`config.mk`:
```
export PLATFORM = sky130hd
export DESIGN_NAME = sram_tester_flat
export DESIGN_NICKNAME = d
export VERILOG_FILES = /design/src/rtl/sram_tester_if.sv /design/src/rtl/sram_tester.sv /design/src/flat_wrapper.sv
export SDC_FILE = /design/constraint.sdc
export NUM_CORES = 1
export LEC_CHECK = 0
export CAP_MARGIN = 20
export CORE_ASPECT_RATIO = 1.4
export CORE_MARGIN = 2
export CORE_UTILIZATION = 45
export CTS_CLUSTER_DIAMETER = 80
export DETAILED_ROUTE_END_ITERATION = 12
export HOLD_SLACK_MARGIN = 0.08
export PLACE_DENSITY = 0.79
export SYNTH_ARGS = -nofsm -noshare
export SYNTH_HDL_FRONTEND = slang
export SYNTH_SLANG_ARGS = --single-unit
```
`constraint.sdc`:
```
create_clock -name clk -period 8.8 [get_ports clk]
set_input_delay 1.32 -clock clk [delete_from_list [all_inputs] [get_ports clk]]
set_output_delay 1.32 -clock clk [all_outputs]
set_load 0.1 [all_outputs]
```
`src/rtl/sram_tester_if.sv`:
```
// Request/response bus between the SRAM self-test engine and the SRAM controller.
interface sram_tester_if #(
  parameter int DATA_W = 16,
  parameter int ADDR_W = 21
);
  logic              mem_write;
  logic              mem_read;
  logic [ADDR_W-1:0] mem_addr;
  logic [DATA_W-1:0] mem_wdata;
  logic [DATA_W-1:0] mem_rdata;
  logic              mem_ready;

  modport master (
    output mem_write, mem_read, mem_addr, mem_wdata,
    input  mem_rdata, mem_ready
  );

  modport slave (
    input  mem_write, mem_read, mem_addr, mem_wdata,
    output mem_rdata, mem_ready
  );
endinterface

```
`src/rtl/sram_tester.sv`:
```
// SRAM built-in self-test: writes a pattern over an address window, reads it back,
// optionally repeats with complemented data, and reports error count and first failing address.
module sram_tester #(
  parameter int DATA_W      = 16,
  parameter int ADDR_W      = 21,
  parameter int START_ADDR  = 0,
  parameter int END_ADDR    = 255,
  parameter int INVERT_PASS = 1,
  parameter int ERR_W       = 16
) (
  input  logic              clk,
  input  logic              nreset,
  input  logic              start,
  input  logic [1:0]        mode,
  input  logic [DATA_W-1:0] pattern,
  output logic              busy,
  output logic              done,
  output logic              pass,
  output logic [ERR_W-1:0]  err_count,
  output logic [ADDR_W-1:0] first_err_addr,
  sram_tester_if.master     mem
);

  typedef enum logic [2:0] {IDLE, WR_REQ, WR_GAP, RD_REQ, RD_GAP, DONE} state_t;

  localparam logic [ADDR_W-1:0] FIRST = ADDR_W'(START_ADDR);
  localparam logic [ADDR_W-1:0] LAST  = ADDR_W'(END_ADDR);
  localparam logic [ADDR_W-1:0] MOD_W = ADDR_W'(DATA_W);

  state_t            state, state_n;
  logic [ADDR_W-1:0] addr, addr_n;
  logic              phase, phase_n;
  logic [1:0]        mode_q, mode_n;
  logic [DATA_W-1:0] pattern_q, pattern_n;
  logic [ERR_W-1:0]  err_n;
  logic [ADDR_W-1:0] first_n;

  logic              busy_n, done_n, pass_n, write_n, read_n;
  logic [ADDR_W-1:0] addr_out_n;
  logic [DATA_W-1:0] wdata_n;

  logic              write_q, read_q;
  logic [ADDR_W-1:0] addr_out_q;
  logic [DATA_W-1:0] wdata_q;

  // Expected word for an address in a given pass; the second pass is the complement.
  function automatic logic [DATA_W-1:0] gen_word(
    input logic [ADDR_W-1:0] a,
    input logic              p,
    input logic [1:0]        m,
    input logic [DATA_W-1:0] pat
  );
    logic [DATA_W+ADDR_W-1:0] wide;
    logic [DATA_W-1:0]        base;
    wide = {{DATA_W{1'b0}}, a};
    case (m)
      2'd0:    base = pat;
      2'd1:    base = wide[DATA_W-1:0];
      2'd2:    base = DATA_W'(1) << (a % MOD_W);
      default: base = a[0] ? ~pat : pat;
    endcase
    return p ? ~base : base;
  endfunction

  always_ff @(posedge clk or negedge nreset) begin
    if (!nreset) begin
      state          <= IDLE;
      addr           <= '0;
      phase          <= 1'b0;
      mode_q         <= '0;
      pattern_q      <= '0;
      err_count      <= '0;
      first_err_addr <= '0;
      busy           <= 1'b0;
      done           <= 1'b0;
      pass           <= 1'b0;
      write_q        <= 1'b0;
      read_q         <= 1'b0;
      addr_out_q     <= '0;
      wdata_q        <= '0;
    end else begin
      state          <= state_n;
      addr           <= addr_n;
      phase          <= phase_n;
      mode_q         <= mode_n;
      pattern_q      <= pattern_n;
      err_count      <= err_n;
      first_err_addr <= first_n;
      busy           <= busy_n;
      done           <= done_n;
      pass           <= pass_n;
      write_q        <= write_n;
      read_q         <= read_n;
      addr_out_q     <= addr_out_n;
      wdata_q        <= wdata_n;
    end
  end

  always_comb begin
    state_n   = state;
    addr_n    = addr;
    phase_n   = phase;
    mode_n    = mode_q;
    pattern_n = pattern_q;
    err_n     = err_count;
    first_n   = first_err_addr;
    case (state)
      IDLE, DONE: begin
        if (start) begin
          state_n   = WR_REQ;
          addr_n    = FIRST;
          phase_n   = 1'b0;
          mode_n    = mode;
          pattern_n = pattern;
          err_n     = '0;
          first_n   = '0;
        end
      end
      WR_REQ: begin
        if (mem.mem_ready) state_n = WR_GAP;
      end
      WR_GAP: begin
        if (addr == LAST) begin
          addr_n  = FIRST;
          state_n = RD_REQ;
        end else begin
          addr_n  = addr + 1'b1;
          state_n = WR_REQ;
        end
      end
      RD_REQ: begin
        if (mem.mem_ready) begin
          state_n = RD_GAP;
          if (mem.mem_rdata != gen_word(addr, phase, mode_q, pattern_q)) begin
            if (err_count == '0) first_n = addr;
            if (err_count != '1) err_n = err_count + 1'b1;
          end
        end
      end
      RD_GAP: begin
        if (addr < LAST) begin
          addr_n  = addr + 1'b1;
          state_n = RD_REQ;
        end else if (INVERT_PASS == 1 && !phase) begin
          phase_n = 1'b1;
          addr_n  = FIRST;
          state_n = WR_REQ;
        end else begin
          state_n = DONE;
        end
      end
      default: state_n = IDLE;
    endcase
  end

  // Outputs are computed from the next state so they come straight out of flops.
  always_comb begin
    busy_n     = (state_n != IDLE) && (state_n != DONE);
    done_n     = (state_n == DONE);
    pass_n     = done_n && (err_n == '0);
    write_n    = (state_n == WR_REQ);
    read_n     = (state_n == RD_REQ);
    addr_out_n = addr_n;
    wdata_n    = gen_word(addr_n, phase_n, mode_n, pattern_n);
  end

  assign mem.mem_write = write_q;
  assign mem.mem_read  = read_q;
  assign mem.mem_addr  = addr_out_q;
  assign mem.mem_wdata = wdata_q;

endmodule

```
`src/flat_wrapper.sv`:
```
// flat-port wrapper written by rule: the top's interface ports become plain ports
module sram_tester_flat 
#(
  parameter int DATA_W      = 16,
  parameter int ADDR_W      = 21,
  parameter int START_ADDR  = 0,
  parameter int END_ADDR    = 255,
  parameter int INVERT_PASS = 1,
  parameter int ERR_W       = 16
)
  (clk, nreset, start, mode, pattern, busy, done, pass, err_count, first_err_addr, mem_mem_write, mem_mem_read, mem_mem_addr, mem_mem_wdata, mem_mem_rdata, mem_mem_ready);
  sram_tester_if #(.DATA_W(DATA_W), .ADDR_W(ADDR_W)) mem_i ();
  input  logic clk;
  input  logic nreset;
  input  logic start;
  input  logic [1:0] mode;
  input  logic [DATA_W-1:0] pattern;
  output logic busy;
  output logic done;
  output logic pass;
  output logic [ERR_W-1:0] err_count;
  output logic [ADDR_W-1:0] first_err_addr;
  output wire logic [$bits(mem_i.mem_write)-1:0] mem_mem_write;
  output wire logic [$bits(mem_i.mem_read)-1:0] mem_mem_read;
  output wire logic [$bits(mem_i.mem_addr)-1:0] mem_mem_addr;
  output wire logic [$bits(mem_i.mem_wdata)-1:0] mem_mem_wdata;
  input wire logic [$bits(mem_i.mem_rdata)-1:0] mem_mem_rdata;
  input wire logic [$bits(mem_i.mem_ready)-1:0] mem_mem_ready;
  assign mem_mem_write = mem_i.mem_write;
  assign mem_mem_read = mem_i.mem_read;
  assign mem_mem_addr = mem_i.mem_addr;
  assign mem_mem_wdata = mem_i.mem_wdata;
  assign mem_i.mem_rdata = mem_mem_rdata;
  assign mem_i.mem_ready = mem_mem_ready;
  sram_tester #(.DATA_W(DATA_W), .ADDR_W(ADDR_W), .START_ADDR(START_ADDR), .END_ADDR(END_ADDR), .INVERT_PASS(INVERT_PASS), .ERR_W(ERR_W)) u_core (.clk(clk), .nreset(nreset), .start(start), .mode(mode), .pattern(pattern), .busy(busy), .done(done), .pass(pass), .err_count(err_count), .first_err_addr(first_err_addr), .mem(mem_i));
endmodule
```
==> results.yml <==
outcome:
  run_status: "complete, no violations"
sta:
  fmax_mhz: 233
  tns_ns: 0
  drv_slew: 0
  fin_crit_ns: 4.29
  timing.final.ws_setup_ns: 4.51
  setup_viol: 0
  rsz0062_at_grt: "no"
  skew_ns: 0.00833
  holdWs_ns: 0.510
  hold_viol_final: 0
  slew_headroom_pct: 32.5
  period_share_pct: 48.7
  tightest_slew_ns: 1.01
drt:
  drt_iter0_drc: 553
  dr_total_vias: 6222
  avgRoutedWirePerCell_um: 20.2
  wirelength_mm: 20.6
  vias_per_cell: 6.11
  drcViolationCount: 0
  dr.pass1.iters: 6
  final_antenna_net_count: 0
final_layout:
  seq_area_um2: 2530
  diodes: 0
  multiInputGateArea_um2: 3730
  drive_above_1_share_pct: 5.91
  synthToLayoutAreaGrowth_pct: 23.4
  fin_nets: 870
  fill_cells: 1263
yosys:
  async_reset_ff_share_pct: 100
  seq_area_frac_synth_pct: 38.4
  synth_warnings: 0
  synth_nets: 783
  netlist_area_um2: 6580
  syn_inst: 737
  synth_cell_types: 76
  syn_avg_cell_area_um2: 8.92
  ys_ff_latch: 101
  synth-edff-count: 0
  ys.flop_type: "dfrtp_1"
clocking:
  cts_buffer_depth: 2
  cts-root-buf: "clkbuf_16"
  clk_pin_slew_ns: 0.06
  postCtsHoldBufs: 0
  cts.sinks: 101
  clk_latency_ns: 0.35
  cts-resized-gates: 0
  postCtsSetupRepairBufs: 0
  cts_buffers: 9
  cts_tree: "done"
  htree_levels: 3
worst_setup_path:
  startpoint_type: "input pin"
  critPathTopFamily: "buffers and inverters"
  slowest_delay_ns: 0.59
  r2r_slack_ns: 4.59
  path_class: "input pin to flip-flop"
  crit_buf_inv: 4
  cp-end-kind: "flip-flop"
  cp.arrival_ns: 4.48
  cp.required_ns: 9.00
  critPathSlowestCell: "clkdlybuf4s50_1"
  crit_chain: "clkdlybuf4s50_1 > nor3b_2 > buf_4 > mux2i_1 > buf_4 > inv_1 > nand2_1 > a211oi_2 > nand2_1 > and3_1 > a221oi_1 > xnor2_1"
  worstPathMaxFanout: 19
floorplan:
  start_util_pct: 45.7
  core_um2: 14400
  die_x_um: 106
  die_area_um2: 15600
  die_h_um: 147
  fp-row-count: 52
  io_pins: 117
grt:
  grt_use_total_pct: 26.4
  grt_pass1_wl_mm: 32.2
  antenna_found_initial: 0
  grt_pass1_vias: 5928
  grt-ovfl-total: 0
  grt_max_degree: 67
min_path:
  hp-class: "flip-flop to flip-flop"
placement:
  hpwl_mm: 15.2
  io_buffers: 116
  place.gp.congestion: 0.924
  dp_slack_ns: 4.23
power_and_ir_drop:
  power_density_nw_per_um2: 351
  p_leak_uw: 0.00335
  total_power_uw: 2850
  peakVddDrop_mv: 0.355
flow_run:
  cap_viol_max_count: 0
-- layout by cell type (no fill, tap or decap), types with 6 or more instances in the layout --
| master | synthesis | routed |
|---|---|---|
| and4_1 | 6 | 6 |
| clkbuf_16 | 0 | 9 |
| a31oi_1 | 15 | 15 |
| o21ai_0 | 55 | 55 |
| clkdlybuf4s50_1 | 0 | 115 |
| a32oi_1 | 6 | 6 |
| nand2_1 | 71 | 71 |
| nor4_1 | 8 | 8 |
| mux2i_1 | 9 | 9 |
| nand4_1 | 13 | 13 |
| nand3_1 | 25 | 25 |
| a22o_1 | 22 | 22 |
| and3_1 | 20 | 20 |
| nor2b_1 | 10 | 10 |
| a221oi_1 | 8 | 8 |
| a21oi_1 | 30 | 30 |
| ha_1 | 8 | 8 |
| o21a_1 | 14 | 14 |
| and2_1 | 9 | 9 |
| mux2_2 | 8 | 8 |
| a21o_1 | 6 | 6 |
| inv_1 | 26 | 26 |
| xor2_1 | 16 | 16 |
| o22ai_1 | 7 | 7 |
| nor2_1 | 41 | 41 |
| dfrtp_1 | 101 | 101 |
| nor3_1 | 22 | 22 |
| xnor2_1 | 32 | 32 |
| buf_4 | 2 | 10 |
| a22oi_1 | 6 | 6 |
-- state kept, by name (all words and copies together) (netlist names) --
register               cells
u_core.addr               21
u_core.first_err_addr     21
u_core.err_count          16
u_core.mem.mem_wdata      16
u_core.pattern_q          16
u_core.state               3
u_core.mode_q              2
u_core.busy                1
u_core.done                1
u_core.mem.mem_read        1
u_core.mem.mem_write       1
u_core.pass                1
u_core.phase               1
-- Yosys cell counts, types with 4 or more instances --
library cell / number / area, µm²
dfrtp_1: 101 / 2530
nand2_1: 71 / 267
o21ai_0: 55 / 275
nor2_1: 41 / 154
xnor2_1: 32 / 280
a21oi_1: 30 / 150
clkbuf_1: 30 / 113
inv_1: 26 / 97.6
nand3_1: 25 / 125
a22o_1: 22 / 193
nor3_1: 22 / 110
and3_1: 20 / 125
xor2_1: 16 / 140
a31oi_1: 15 / 93.8
o21a_1: 14 / 105
nand4_1: 13 / 81.3
buf_2: 10 / 50.1
nor2b_1: 10 / 62.6
and2_1: 9 / 56.3
mux2i_1: 9 / 90.1
a221oi_1: 8 / 70.1
ha_1: 8 / 100
mux2_2: 8 / 90.1
nor4_1: 8 / 50.1
o22ai_1: 7 / 43.8
a21o_1: 6 / 45.0
a22oi_1: 6 / 45.0
a32oi_1: 6 / 52.6
and4_1: 6 / 52.6
and3b_1: 5 / 43.8
buf_1: 5 / 18.8
o31ai_1: 5 / 37.5
or3_1: 5 / 31.3
a2bb2oi_1: 4 / 35.0
mux4_2: 4 / 90.1
nand3b_1: 4 / 30.0
o211ai_1: 4 / 30.0
o32a_1: 4 / 40.0
or4_1: 4 / 30.0
-- final timing paths --
path,cells after the start,end,startpoint
setup / recovery,12,u_core.mem.mem_wdata[14],start
max in group asynchronous,2,u_core.err_count[10],nreset
hold / removal,1,u_core.first_err_addr[11],u_core.first_err_addr[11]
setup reg to reg,11,u_core.first_err_addr[10],u_core.mode_q[1]
hold reg to reg,1,u_core.first_err_addr[11],u_core.first_err_addr[11]
min in group asynchronous,1,u_core.mem.mem_wdata[10],nreset
-- layout make-up --
cell class                 instances  share of cell area (%)
multi-input combinational        559                    46.0
sequential                       101                    31.1
timing repair buffer             125                    15.1
clock buffer                      14                    3.38
tap                              189                    2.91
inverter                          28                    1.29
clock inverter                     2                   0.200
-- routing by layer --
metal / share of wire (%) / global-route usage [%]
met2: 50 / 44.4
met1: 39 / 33.2
met5: 0 / 0
met3: 6.4 / 3.68
met4: 4.5 / 13.3
-- power breakdown --
part	switching [µW]	leakage, µW	total [µW]	internal [µW]
logic	1140	0.00188	1740	599
clock network	172	0.000139	388	216
registers	150	0.00133	722	572
total	1460	0.00335	2850	1390
-- worst reg2reg max path: cells and delay by family (launching register included) --
family | cells | cell delay [ns]
simple gates | 5 | 1.81
compound gates | 5 | 1.16
flops | 1 | 0.88
buf+inv | 1 | 0.29
-- kinds of logic after synthesis --
group           count (synthesis)  share of synthesized area, %
simple gates                  259                          20.6
compound gates                220                          23.1
flops                         101                          38.4
buf+inv                        77                          4.93
xor+xnor                       50                          7.08
mux                            22                          4.32
fa+ha+maj                       8                          1.52
-- metrics by stage --
step / area (µm²) / util, % / std cells
finish: 8120 / 56.4 / 1018
global route: 8120 / 56.4 / 1018
CTS: 8120 / 56.4 / 1018
detailed placement: 7830 / 54.4 / 1002
global placement: 7830 / 54.4 / 1002
floorplan: 6580 / - / 737
No activity file was read; power rests on OpenSTA's default activity.
